===== src/rtl/serial_add_ctrl_pkg.sv =====
// Shared types and helpers for the bit-serial adder sequencer.
package serial_add_ctrl_pkg;

    typedef enum logic [1:0] {
        IDLE = 2'd0,
        RUN  = 2'd1,
        DONE = 2'd2
    } state_e;

    // Bit-step counter width; a 1-bit adder still needs a 1-bit counter.
    function automatic int cnt_width(input int width);
        return (width > 1) ? $clog2(width) : 1;
    endfunction

endpackage


===== src/rtl/serial_add_ctrl_if.sv =====
// Host-side start/busy/done handshake and operand/result bus of the serial adder.
interface serial_add_ctrl_if #(
    parameter int WIDTH = 8
);
    logic             start;
    logic [WIDTH-1:0] a;
    logic [WIDTH-1:0] b;
    logic             c_in;
    logic             busy;
    logic             done;
    logic [WIDTH-1:0] sum;
    logic             c_out;

    modport master (
        output start, a, b, c_in,
        input  busy, done, sum, c_out
    );

    modport slave (
        input  start, a, b, c_in,
        output busy, done, sum, c_out
    );
endinterface


===== src/rtl/serial_add_ctrl_fa.sv =====
// Dataflow_FA: the single-bit full adder reused as the serial adder's bit-step datapath.
module Dataflow_FA (
    input  logic a,
    input  logic b,
    input  logic c_in,
    output logic sum,
    output logic c_out
);
    assign sum   = a ^ b ^ c_in;
    assign c_out = (a & b) | (a & c_in) | (b & c_in);
endmodule


===== src/rtl/serial_add_ctrl.sv =====
// Bit-serial adder sequencer: adds two WIDTH-bit operands LSB first through one
// full adder, one bit per clock, with a start/busy/done handshake.
module serial_add_ctrl
    import serial_add_ctrl_pkg::*;
#(
    parameter int WIDTH = 8
) (
    input  logic               clk,
    input  logic               rst_n,
    serial_add_ctrl_if.slave   bus
);
    localparam int CW = cnt_width(WIDTH);

    state_e           state_q, state_d;
    logic [WIDTH-1:0] a_sh_q, a_sh_d;
    logic [WIDTH-1:0] b_sh_q, b_sh_d;
    logic [WIDTH-1:0] acc_q, acc_d;
    logic [WIDTH-1:0] sum_q, sum_d;
    logic [CW-1:0]    cnt_q, cnt_d;
    logic             carry_q, carry_d;
    logic             c_out_q, c_out_d;
    logic             busy_q, busy_d;
    logic             done_q, done_d;
    logic [WIDTH-1:0] acc_step;
    logic             fa_sum, fa_c_out;

    Dataflow_FA u_fa (
        .a    (a_sh_q[0]),
        .b    (b_sh_q[0]),
        .c_in (carry_q),
        .sum  (fa_sum),
        .c_out(fa_c_out)
    );

    always_comb begin
        state_d = state_q;
        a_sh_d  = a_sh_q;
        b_sh_d  = b_sh_q;
        acc_d   = acc_q;
        sum_d   = sum_q;
        cnt_d   = cnt_q;
        carry_d = carry_q;
        c_out_d = c_out_q;

        // Each new result bit enters at the MSB, so after WIDTH steps it is aligned.
        acc_step            = acc_q >> 1;
        acc_step[WIDTH-1]   = fa_sum;

        case (state_q)
            IDLE, DONE: begin
                if (bus.start) begin
                    a_sh_d  = bus.a;
                    b_sh_d  = bus.b;
                    carry_d = bus.c_in;
                    cnt_d   = '0;
                    acc_d   = '0;
                    state_d = RUN;
                end else begin
                    state_d = IDLE;
                end
            end
            RUN: begin
                a_sh_d  = a_sh_q >> 1;
                b_sh_d  = b_sh_q >> 1;
                acc_d   = acc_step;
                carry_d = fa_c_out;
                cnt_d   = cnt_q + 1'b1;
                if (cnt_q == CW'(WIDTH - 1)) begin
                    state_d = DONE;
                    sum_d   = acc_step;
                    c_out_d = fa_c_out;
                end
            end
            default: state_d = IDLE;
        endcase

        busy_d = (state_d == RUN);
        done_d = (state_d == DONE);
    end

    always_ff @(posedge clk or negedge rst_n) begin
        if (!rst_n) begin
            state_q <= IDLE;
            a_sh_q  <= '0;
            b_sh_q  <= '0;
            acc_q   <= '0;
            sum_q   <= '0;
            cnt_q   <= '0;
            carry_q <= 1'b0;
            c_out_q <= 1'b0;
            busy_q  <= 1'b0;
            done_q  <= 1'b0;
        end else begin
            state_q <= state_d;
            a_sh_q  <= a_sh_d;
            b_sh_q  <= b_sh_d;
            acc_q   <= acc_d;
            sum_q   <= sum_d;
            cnt_q   <= cnt_d;
            carry_q <= carry_d;
            c_out_q <= c_out_d;
            busy_q  <= busy_d;
            done_q  <= done_d;
        end
    end

    assign bus.busy  = busy_q;
    assign bus.done  = done_q;
    assign bus.sum   = sum_q;
    assign bus.c_out = c_out_q;

endmodule

===== src/flat_wrapper.sv =====
// flat-port wrapper written by rule: the top's interface ports become plain ports
module serial_add_ctrl_flat import serial_add_ctrl_pkg::*;
#(
    parameter int WIDTH = 8
)
  (clk, rst_n, bus_start, bus_a, bus_b, bus_c_in, bus_busy, bus_done, bus_sum, bus_c_out);
  serial_add_ctrl_if #(.WIDTH(WIDTH)) bus_i ();
  input  logic clk;
  input  logic rst_n;
  input wire logic [$bits(bus_i.start)-1:0] bus_start;
  input wire logic [$bits(bus_i.a)-1:0] bus_a;
  input wire logic [$bits(bus_i.b)-1:0] bus_b;
  input wire logic [$bits(bus_i.c_in)-1:0] bus_c_in;
  output wire logic [$bits(bus_i.busy)-1:0] bus_busy;
  output wire logic [$bits(bus_i.done)-1:0] bus_done;
  output wire logic [$bits(bus_i.sum)-1:0] bus_sum;
  output wire logic [$bits(bus_i.c_out)-1:0] bus_c_out;
  assign bus_i.start = bus_start;
  assign bus_i.a = bus_a;
  assign bus_i.b = bus_b;
  assign bus_i.c_in = bus_c_in;
  assign bus_busy = bus_i.busy;
  assign bus_done = bus_i.done;
  assign bus_sum = bus_i.sum;
  assign bus_c_out = bus_i.c_out;
  serial_add_ctrl #(.WIDTH(WIDTH)) u_core (.clk(clk), .rst_n(rst_n), .bus(bus_i));
endmodule

===== config.mk =====
export PLATFORM = sky130hd
export DESIGN_NAME = serial_add_ctrl_flat
export DESIGN_NICKNAME = d
export VERILOG_FILES = /design/src/rtl/serial_add_ctrl_pkg.sv /design/src/rtl/serial_add_ctrl_if.sv /design/src/rtl/serial_add_ctrl_fa.sv /design/src/rtl/serial_add_ctrl.sv /design/src/flat_wrapper.sv
export SDC_FILE = /design/constraint.sdc
export NUM_CORES = 1
export LEC_CHECK = 0
export ABC_AREA = 1
export CAP_MARGIN = 10
export CELL_PAD_IN_SITES_DETAIL_PLACEMENT = 0
export CELL_PAD_IN_SITES_GLOBAL_PLACEMENT = 1
export CORE_ASPECT_RATIO = 1.2
export CORE_MARGIN = 2
export CORE_UTILIZATION = 35
export DETAILED_ROUTE_END_ITERATION = 10
export PLACE_DENSITY = 0.84
export SKIP_CTS_REPAIR_TIMING = 1
export SLEW_MARGIN = 10
export SYNTH_ARGS = -nofsm -noshare
export SYNTH_HDL_FRONTEND = slang
export SYNTH_SLANG_ARGS = --single-unit

===== constraint.sdc =====
create_clock -name clk -period 1.2 [get_ports clk]
set_input_delay 0.18 -clock clk [delete_from_list [all_inputs] [get_ports clk]]
set_output_delay 0.18 -clock clk [all_outputs]
set_load 0.005 [all_outputs]

After elaboration in Yosys (flattened, before gate mapping):

Index checks and enable logic that the tools add are counted.

* logic and storage cells: 42
* input port bits: 20
* output and inout bits: 11
* register bits after elaboration: 41

* muxes and demuxes: 13
* $add $sub $neg: 1
* reductions and logical operators: 5
* bitwise gates (word level): 7
* equal/unequal tests: 6

Operators with widths (number)
* 8-bit case mux with 2 select lines: 3
* 8-bit 2-to-1 mux: 3
* 3-bit case mux with 2 select lines: 1
* 2-bit by 1-bit equality test with 1-bit output (second input constant): 2
* 2-bit equality test (second input constant): 2
* 2-bit case mux with 2 select lines: 1
* 2-bit AND reduction: 2
* 3-bit by 1-bit adder with 3-bit output (second input constant): 1
* 1-bit bitwise AND: 3
* 3-bit equality test (second input constant): 1
* 3-bit 2-to-1 mux: 1
* 2-bit zero test: 1
* 1-bit 2-to-1 mux: 2
* 2-bit 2-to-1 mux: 1
* 2-bit != test (second input constant): 1
* 1-bit OR: 2
* 1-bit case mux with 2 select lines: 1
* 2-bit nonzero test: 1
* 2-bit OR reduction: 1
* 1-bit XOR: 2

Longest topological paths before layout:

Gate-level depths: netlist of the first run.

* depth after elaboration: 4
* gate-level depth with buffers: 8
* depth with buffers taken out: 7

Cells and area by module:

From an unflattened synthesis of the first run, not the netlist that was laid out.

* cells, all modules: 222
* area, all modules: 1920.6 µm²

Modules (own cells, without submodules)
* serial_add_ctrl: cells each 221, instances 1, area an instance 1900.6 µm², sequential area each 1001.0 µm²
* Dataflow_FA: cells each 1, instances 1, area an instance 20.0 µm², sequential area each 0.0 µm²

Worst setup path before layout of the first run:

No wires, ideal clock.

* path kind: register to register
* start point: register u_core.a_sh_q[0]
* end point: register u_core.acc_q[7]
* setup slack: -0.072 ns
* clock period less this slack: 1.272 ns
* buffers on the path: 0
* cell stages (with the launch flop): 5
* required time: 1.124 ns
* setup time: 0.076 ns
* arrival: 1.196 ns
* path through: dfrtp_1 inv_1 fa_1 or2_2 o21ai_1

* cells in the longest elaborated chain, start to end: 3

RTL lines
* start, declared: RTL line serial_add_ctrl.sv:15 `logic [WIDTH-1:0] a_sh_q, a_sh_d;`
* start signal, assigned: RTL line serial_add_ctrl.sv:95 `a_sh_q <= a_sh_d;`
* 1-bit XOR (2 in a row): RTL line serial_add_ctrl_fa.sv:9 `assign sum = a ^ b ^ c_in;`
* 8-bit case mux with 2 select lines: RTL line serial_add_ctrl.sv:49 `case (state_q)`
* end signal, assigned: RTL line serial_add_ctrl.sv:86 `acc_q <= '0;`
* end signal, assigned: RTL line serial_add_ctrl.sv:97 `acc_q <= acc_d;`
* end, declared: RTL line serial_add_ctrl.sv:17 `logic [WIDTH-1:0] acc_q, acc_d;`

No other way between the ends.
A chain may end at the register's enable or synchronous reset.

Worst setup path after layout of the first run:

Ends and elaborated chain as after synthesis.

==> impl_metrics.py, run 1 <==
metrics = {
    "run_status": {
        "status": "complete, but fails checks",
        "violations": "negative setup slack",
    },
    "power": {
        "leakage_nw": 1.53,
        "powerDensity_mw_per_mm2": 2570,
        "ir_worst_vdd_mv": 0.832,
    },
    "yosys": {
        "syn-cell-area_mm2": 0.00185,
        "synth_seq_area_share": 0.540,
        "ys_types": 18,
        "synth_cells": 225,
        "synth_seq_cells": 40,
        "ys_warn_count": 0,
        "avgSynthCellArea_um2": 8.24,
        "synth_fp_nets": 248,
    },
    "finish": {
        "layout.cells.non_filler": 345,
        "final_net_count": 305,
        "final-seq-area_mm2": 0.00100,
        "final_util": 0.514,
        "nFillCells": 490,
        "syn_to_final_growth_pct": 44.0,
        "fin_area_mm2": 0.00267,
        "drive_above_1_share": 0.205,
        "diodes": 0,
        "multiInputGateArea_um2": 666,
    },
    "timing": {
        "clock_skew_ps": 2.49,
        "worst_slack_ps": -47.4,
        "setup_tns_ps": -58.9,
        "fmax_mhz": 802,
        "rsz0062_at_grt": "yes",
        "post-route-period-util": 1.04,
        "finalHoldViolCount": 0,
        "min_period_ps": 1250,
        "hold-worst-slack_ps": 387,
        "setup_viol": 3,
        "relSlewSlack": 0.854,
        "slew_violations": 0,
        "worst_slew_pin_slew_ps": 219,
    },
    "routing": {
        "drc_errors": 0,
        "drtIter0Drc": 63,
        "vias": 1562,
        "vias_per_cell": 4.53,
        "wl_per_cell_um": 12.0,
        "firstDrtPassIters": 4,
        "postRouteWirelength_mm": 4.13,
        "ant_nets": 0,
    },
    "clock_network": {
        "cts_buffer_depth": 2,
        "htree_levels": 2,
        "path_clk_slew_ps": 80,
        "tritoncts": "built",
        "cts_made_buffers": 5,
        "clock-root-buffer": "clkbuf_8",
        "cts_sinks": 40,
        "clock_latency_ps": 290,
    },
    "die": {
        "initial_utilization": 0.357,
        "die_w_um": 70.4,
        "ios": 31,
        "coreArea_mm2": 0.00519,
        "die_h_um": 83.7,
        "num_rows": 29,
        "die_area_mm2": 0.00589,
    },
    "global_routing": {
        "gr-total-overflow": 0,
        "grt_pass1_wl_mm": 6.51,
        "grt_util_all_layers": 0.139,
        "grt_max_degree": 41,
        "antenna_found_initial": 0,
        "grt_pass1_vias": 1459,
    },
    "critical_path": {
        "critPathMaxFanout": 2,
        "cp.arrival_ps": 1470,
        "startpoint": "u_core.a_sh_q[0]",
        "required_ps": 1420,
        "critPathKind": "flip-flop to flip-flop",
        "rr_worst_depth": 4,
        "crit_path_end_kind": "flip-flop",
        "worstReg2RegStart": "u_core.a_sh_q[0]",
        "critPathLaunchType": "flip-flop",
        "reg2reg_slack_ps": -50,
    },
    "place": {
        "dpl_cell_area_mm2": 0.00235,
        "place_hpwl_mm": 2.47,
        "gp_congestion": 0.715,
        "io_buffers": 30,
        "dp.cells": 324,
    },
    "hold_path": {
        "hp-class": "primary input to asynchronous set/reset pin",
    },
    "run": {
        "drv_cap": 0,
    },
}
-- flip-flops by register name (all words and copies together), names as in the netlist --
signal            flops
u_core.carry_q        1
u_core.a_sh_q         8
u_core.state_q        2
u_core.cnt_q          3
u_core.b_sh_q         8
u_core.bus.sum        8
u_core.bus.done       1
u_core.bus.busy       1
u_core.bus.c_out      1
u_core.acc_q          7
-- cells in the final DEF, fill, tap and decap left out, types with 2 or more instances in the layout --
| master | synthesis | layout |
|---|---|---|
| dlymetal6s2s_1 | 0 | 11 |
| inv_2 | 1 | 2 |
| buf_4 | 4 | 21 |
| clkbuf_16 | 0 | 2 |
| nand3_1 | 29 | 29 |
| inv_1 | 43 | 42 |
| dfrtp_1 | 40 | 39 |
| o21ai_0 | 6 | 5 |
| clkinv_2 | 0 | 2 |
| clkdlybuf4s50_1 | 0 | 18 |
| buf_12 | 0 | 5 |
| clkbuf_8 | 0 | 6 |
| inv_4 | 2 | 2 |
| nand2_2 | 0 | 6 |
| nand2_1 | 70 | 63 |
| nand2_4 | 3 | 3 |
| o21ai_1 | 14 | 14 |
-- through the flow --
stage | power (mW) | setup WS, ps
6_report | 6.85 | -47.4
3_5_place_dp | 5.49 | -59.9
2_1_floorplan | 4.23 | -8.93
5_1_grt | 7.49 | -100
3_3_place_gp | 5.43 | -49.8
4_1_cts | 6.45 | -147
-- routing by layer --
layer / GRT usage / vias up / routed length [um]
li1: - / 794 / -
met3: 0.0435 / 9 / 158
met5: 0 / - / 0
met4: 0.0524 / 0 / 91
met2: 0.228 / 34 / 2010
met1: 0.170 / 725 / 1870
-- power by group --
| group | internal [mW] | total, mW | switching [mW] | leakage, nW |
|---|---|---|---|---|
| combinational | 1.84 | 3.60 | 1.76 | 0.988 |
| sequential | 1.98 | 2.32 | 0.338 | 0.496 |
| clock | 0.459 | 0.926 | 0.467 | 0.0510 |
-- worst max-delay path, cell delays in order, from the launching register on --
cell,delay (ps)
dfrtp_1,370
inv_2,40
fa_1,480
or2_4,240
o21ai_2,50
-- final cells by class --
type	count	share of cell area
clock buffers	6	0.0310
multi-input cells	129	0.250
flip-flops and latches	40	0.376
clock inverters	2	0.00375
well taps	62	0.0291
inverters	46	0.0666
repair buffers	60	0.244
-- worst paths after layout --
check,end
worst max-delay path,u_core.acc_q[7]
worst min-delay path,u_core.acc_q[4]
worst max register to register,u_core.acc_q[7]
worst min register to register,u_core.b_sh_q[1]
max in group asynchronous,u_core.state_q[0]
min in group clk,u_core.b_sh_q[7]
-- synthesized netlist by cell type (all sizes together) --
cell type	n	share of area
dfrtp	40	0.54
nand3	29	0.078
inv	46	0.096
nor2	2	0.0054
or2	1	0.0034
a21oi	1	0.0027
o21ai	20	0.054
nand2	73	0.16
buf	10	0.036
ha	2	0.014
fa	1	0.011
-- cells by family (layout without fill, tap and decap cells) --
| kind of cell | after synthesis | in the layout | synth area share |
|---|---|---|---|
| fa+ha+maj | 3 | 3 | 0.0243 |
| compound gates | 21 | 21 | 0.0567 |
| flops | 40 | 40 | 0.540 |
| simple gates | 105 | 105 | 0.247 |
| buf+inv | 56 | 114 | 0.132 |
No activity file was read; power rests on OpenSTA's default activity.
==> inputs of run 2 (changes only) <==
--- a/config.mk
+++ b/config.mk
@@ -15,6 +15,7 @@
 export DETAILED_ROUTE_END_ITERATION = 10
 export PLACE_DENSITY = 0.84
 export SKIP_CTS_REPAIR_TIMING = 1
+export SKIP_LAST_GASP = 1
 export SLEW_MARGIN = 10
 export SYNTH_ARGS = -nofsm -noshare
 export SYNTH_HDL_FRONTEND = slang
==> run 2 against run 1 <==
Against the previous run:
- clock skew barely moved
- largest power group unchanged
- non-clock buffer count did not move
- critical path type unchanged
- sequential share of layout area rose by 0.18 points
- sequential cell count did not move
- cell count did not move
- first-iteration DRC count rose by 7.9%
- the flow still finishes with violations (negative setup slack)
- via count fell by 0.45%
- clock power barely moved
==> impl_metrics.py, run 2 (synthesis results as in run 1) <==
metrics = {
    "run_status": {
        "status": "complete, but fails checks",
        "violations": "negative setup slack",
    },
    "die": {
        "coreArea_mm2": 0.00519,
        "ios": 31,
        "num_rows": 29,
        "die_h_um": 83.7,
        "die_area_mm2": 0.00589,
        "initial_utilization": 0.357,
        "die_w_um": 70.4,
    },
    "place": {
        "place_hpwl_mm": 2.47,
        "dpl_cell_area_mm2": 0.00235,
        "pre_cts_slack_ps": -59.9,
        "gp_congestion": 0.715,
        "io_buffers": 30,
    },
    "finish": {
        "drive_above_1_share": 0.194,
        "final_cell_mix": "66 x nand2_1, 42 x inv_1, 39 x dfrtp_1",
        "multiInputGateArea_um2": 653,
        "fin_area_mm2": 0.00266,
        "final-seq-area_mm2": 0.00100,
        "diodes": 0,
        "final_common_cell": "nand2_1",
        "final_net_count": 305,
        "syn_to_final_growth_pct": 43.3,
        "nFillCells": 494,
    },
    "routing": {
        "drc_errors": 0,
        "ant_nets": 0,
        "postRouteWirelength_mm": 4.11,
        "vias_per_cell": 4.51,
        "wl_per_cell_um": 11.9,
        "vias": 1555,
        "firstDrtPassIters": 4,
        "drtIter0Drc": 68,
    },
    "global_routing": {
        "grt_util_all_layers": 0.139,
        "grt_max_degree": 41,
        "grt_pass1_vias": 1459,
        "grt_pass1_wl_mm": 6.51,
        "antenna_found_initial": 0,
        "gr-total-overflow": 0,
    },
    "timing": {
        "setup_tns_ps": -49.4,
        "slew_violations": 0,
        "fmax_mhz": 801,
        "finalHoldViolCount": 0,
        "clock_skew_ps": 2.30,
        "worst_slew_pin_slew_ps": 252,
        "rsz0062_at_grt": "yes",
        "setup_viol": 2,
        "relSlewSlack": 0.832,
        "post-route-period-util": 1.04,
        "min_period_ps": 1250,
        "worst_slack_ps": -48.7,
    },
    "power": {
        "clockPowerShare": 0.136,
        "p_int_mw": 4.27,
        "power_switching_mw": 2.55,
        "swShare": 0.374,
        "p_total_mw": 6.82,
        "powerDensity_mw_per_mm2": 2570,
        "ir_worst_vdd_mv": 0.837,
        "pwr-share-comb": 0.524,
        "leakage_nw": 1.53,
        "seqPwrFrac": 0.339,
    },
    "clock_network": {
        "tritoncts": "built",
        "path_clk_slew_ps": 80,
        "htree_levels": 2,
        "cts_sinks": 40,
        "clock_latency_ps": 290,
        "cts_buffer_depth": 2,
        "clock-root-buffer": "clkbuf_8",
        "cts_made_buffers": 5,
    },
    "critical_path": {
        "required_ps": 1420,
        "crit_family": "adder cells",
        "rr_worst_depth": 4,
        "critPathLaunchType": "flip-flop",
        "crit_path_end_kind": "flip-flop",
        "cpPeakStageDelay_ps": 480,
        "endpoint": "u_core.acc_q[7]",
        "worstReg2RegStart": "u_core.a_sh_q[0]",
        "cp.arrival_ps": 1470,
        "crit_buf_inv": 1,
        "critPathMaxFanout": 2,
        "crit_cells": 4,
        "path_cells": "inv_2 > fa_1 > or2_4 > o21ai_2",
        "critPathKind": "flip-flop to flip-flop",
        "startpoint": "u_core.a_sh_q[0]",
        "slowest_stage": "fa_1",
        "reg2reg_slack_ps": -50,
        "reg2reg_to": "u_core.acc_q[7]",
    },
    "hold_path": {
        "hp-class": "primary input to asynchronous set/reset pin",
    },
    "run": {
        "drv_cap": 0,
    },
}
==> run 2: worst min-delay path, stage by stage <==
cell and delay (ps):
dlygate4sd3_1 520, buf_2 120, buf_12 230
==> run 2: cell type report <==
class                      instances  share of cell area
sequential                        40               0.377
multi-input combinational        129               0.246
timing repair buffer              60               0.246
inverter                          46              0.0669
clock buffer                       6              0.0311
tap                               62              0.0292
clock inverter                     2             0.00377
==> run 2: metrics by stage <==
| stage | utilization | hold WS (ps) | std cells |
|---|---|---|---|
| final | 0.512 | 386 | 345 |
| after global routing | 0.512 | 428 | 345 |
| after CTS | 0.471 | -150 | 332 |
| after detailed placement | 0.453 | 169 | 324 |
| after floorplan | - | -116 | 225 |
| after global placement | 0.453 | 168 | 324 |
==> run 2: routing by layer <==
metal	up-vias	routed length, um	track usage	share of wire
met5	-	0	0	0
met4	0	77	0.0524	0.019
met3	7	159	0.0435	0.039
met2	31	1990	0.228	0.48
met1	725	1880	0.170	0.46
li1	792	-	-	-
==> run 2: power by group through the flow <==
stage	logic [mW]	clock network, mW	registers, mW
after floorplan	1.97	0	2.26
after global placement	3.12	0	2.31
after detailed placement	3.17	0	2.31
after CTS	3.20	0.956	2.30
after global routing	4.06	1.02	2.38
final	3.57	0.929	2.31
==> run 2: worst min-delay path by stage <==
stage / depth (start not counted) / slack, ps / to
after floorplan: 0 / -120 / u_core.a_sh_q[0]
after CTS: 2 / -150 / u_core.bus.done
after global placement: 2 / 170 / u_core.bus.sum[3]
after global routing: 3 / 430 / u_core.acc_q[1]
after detailed placement: 2 / 170 / u_core.bus.done
final: 3 / 390 / u_core.bus.done
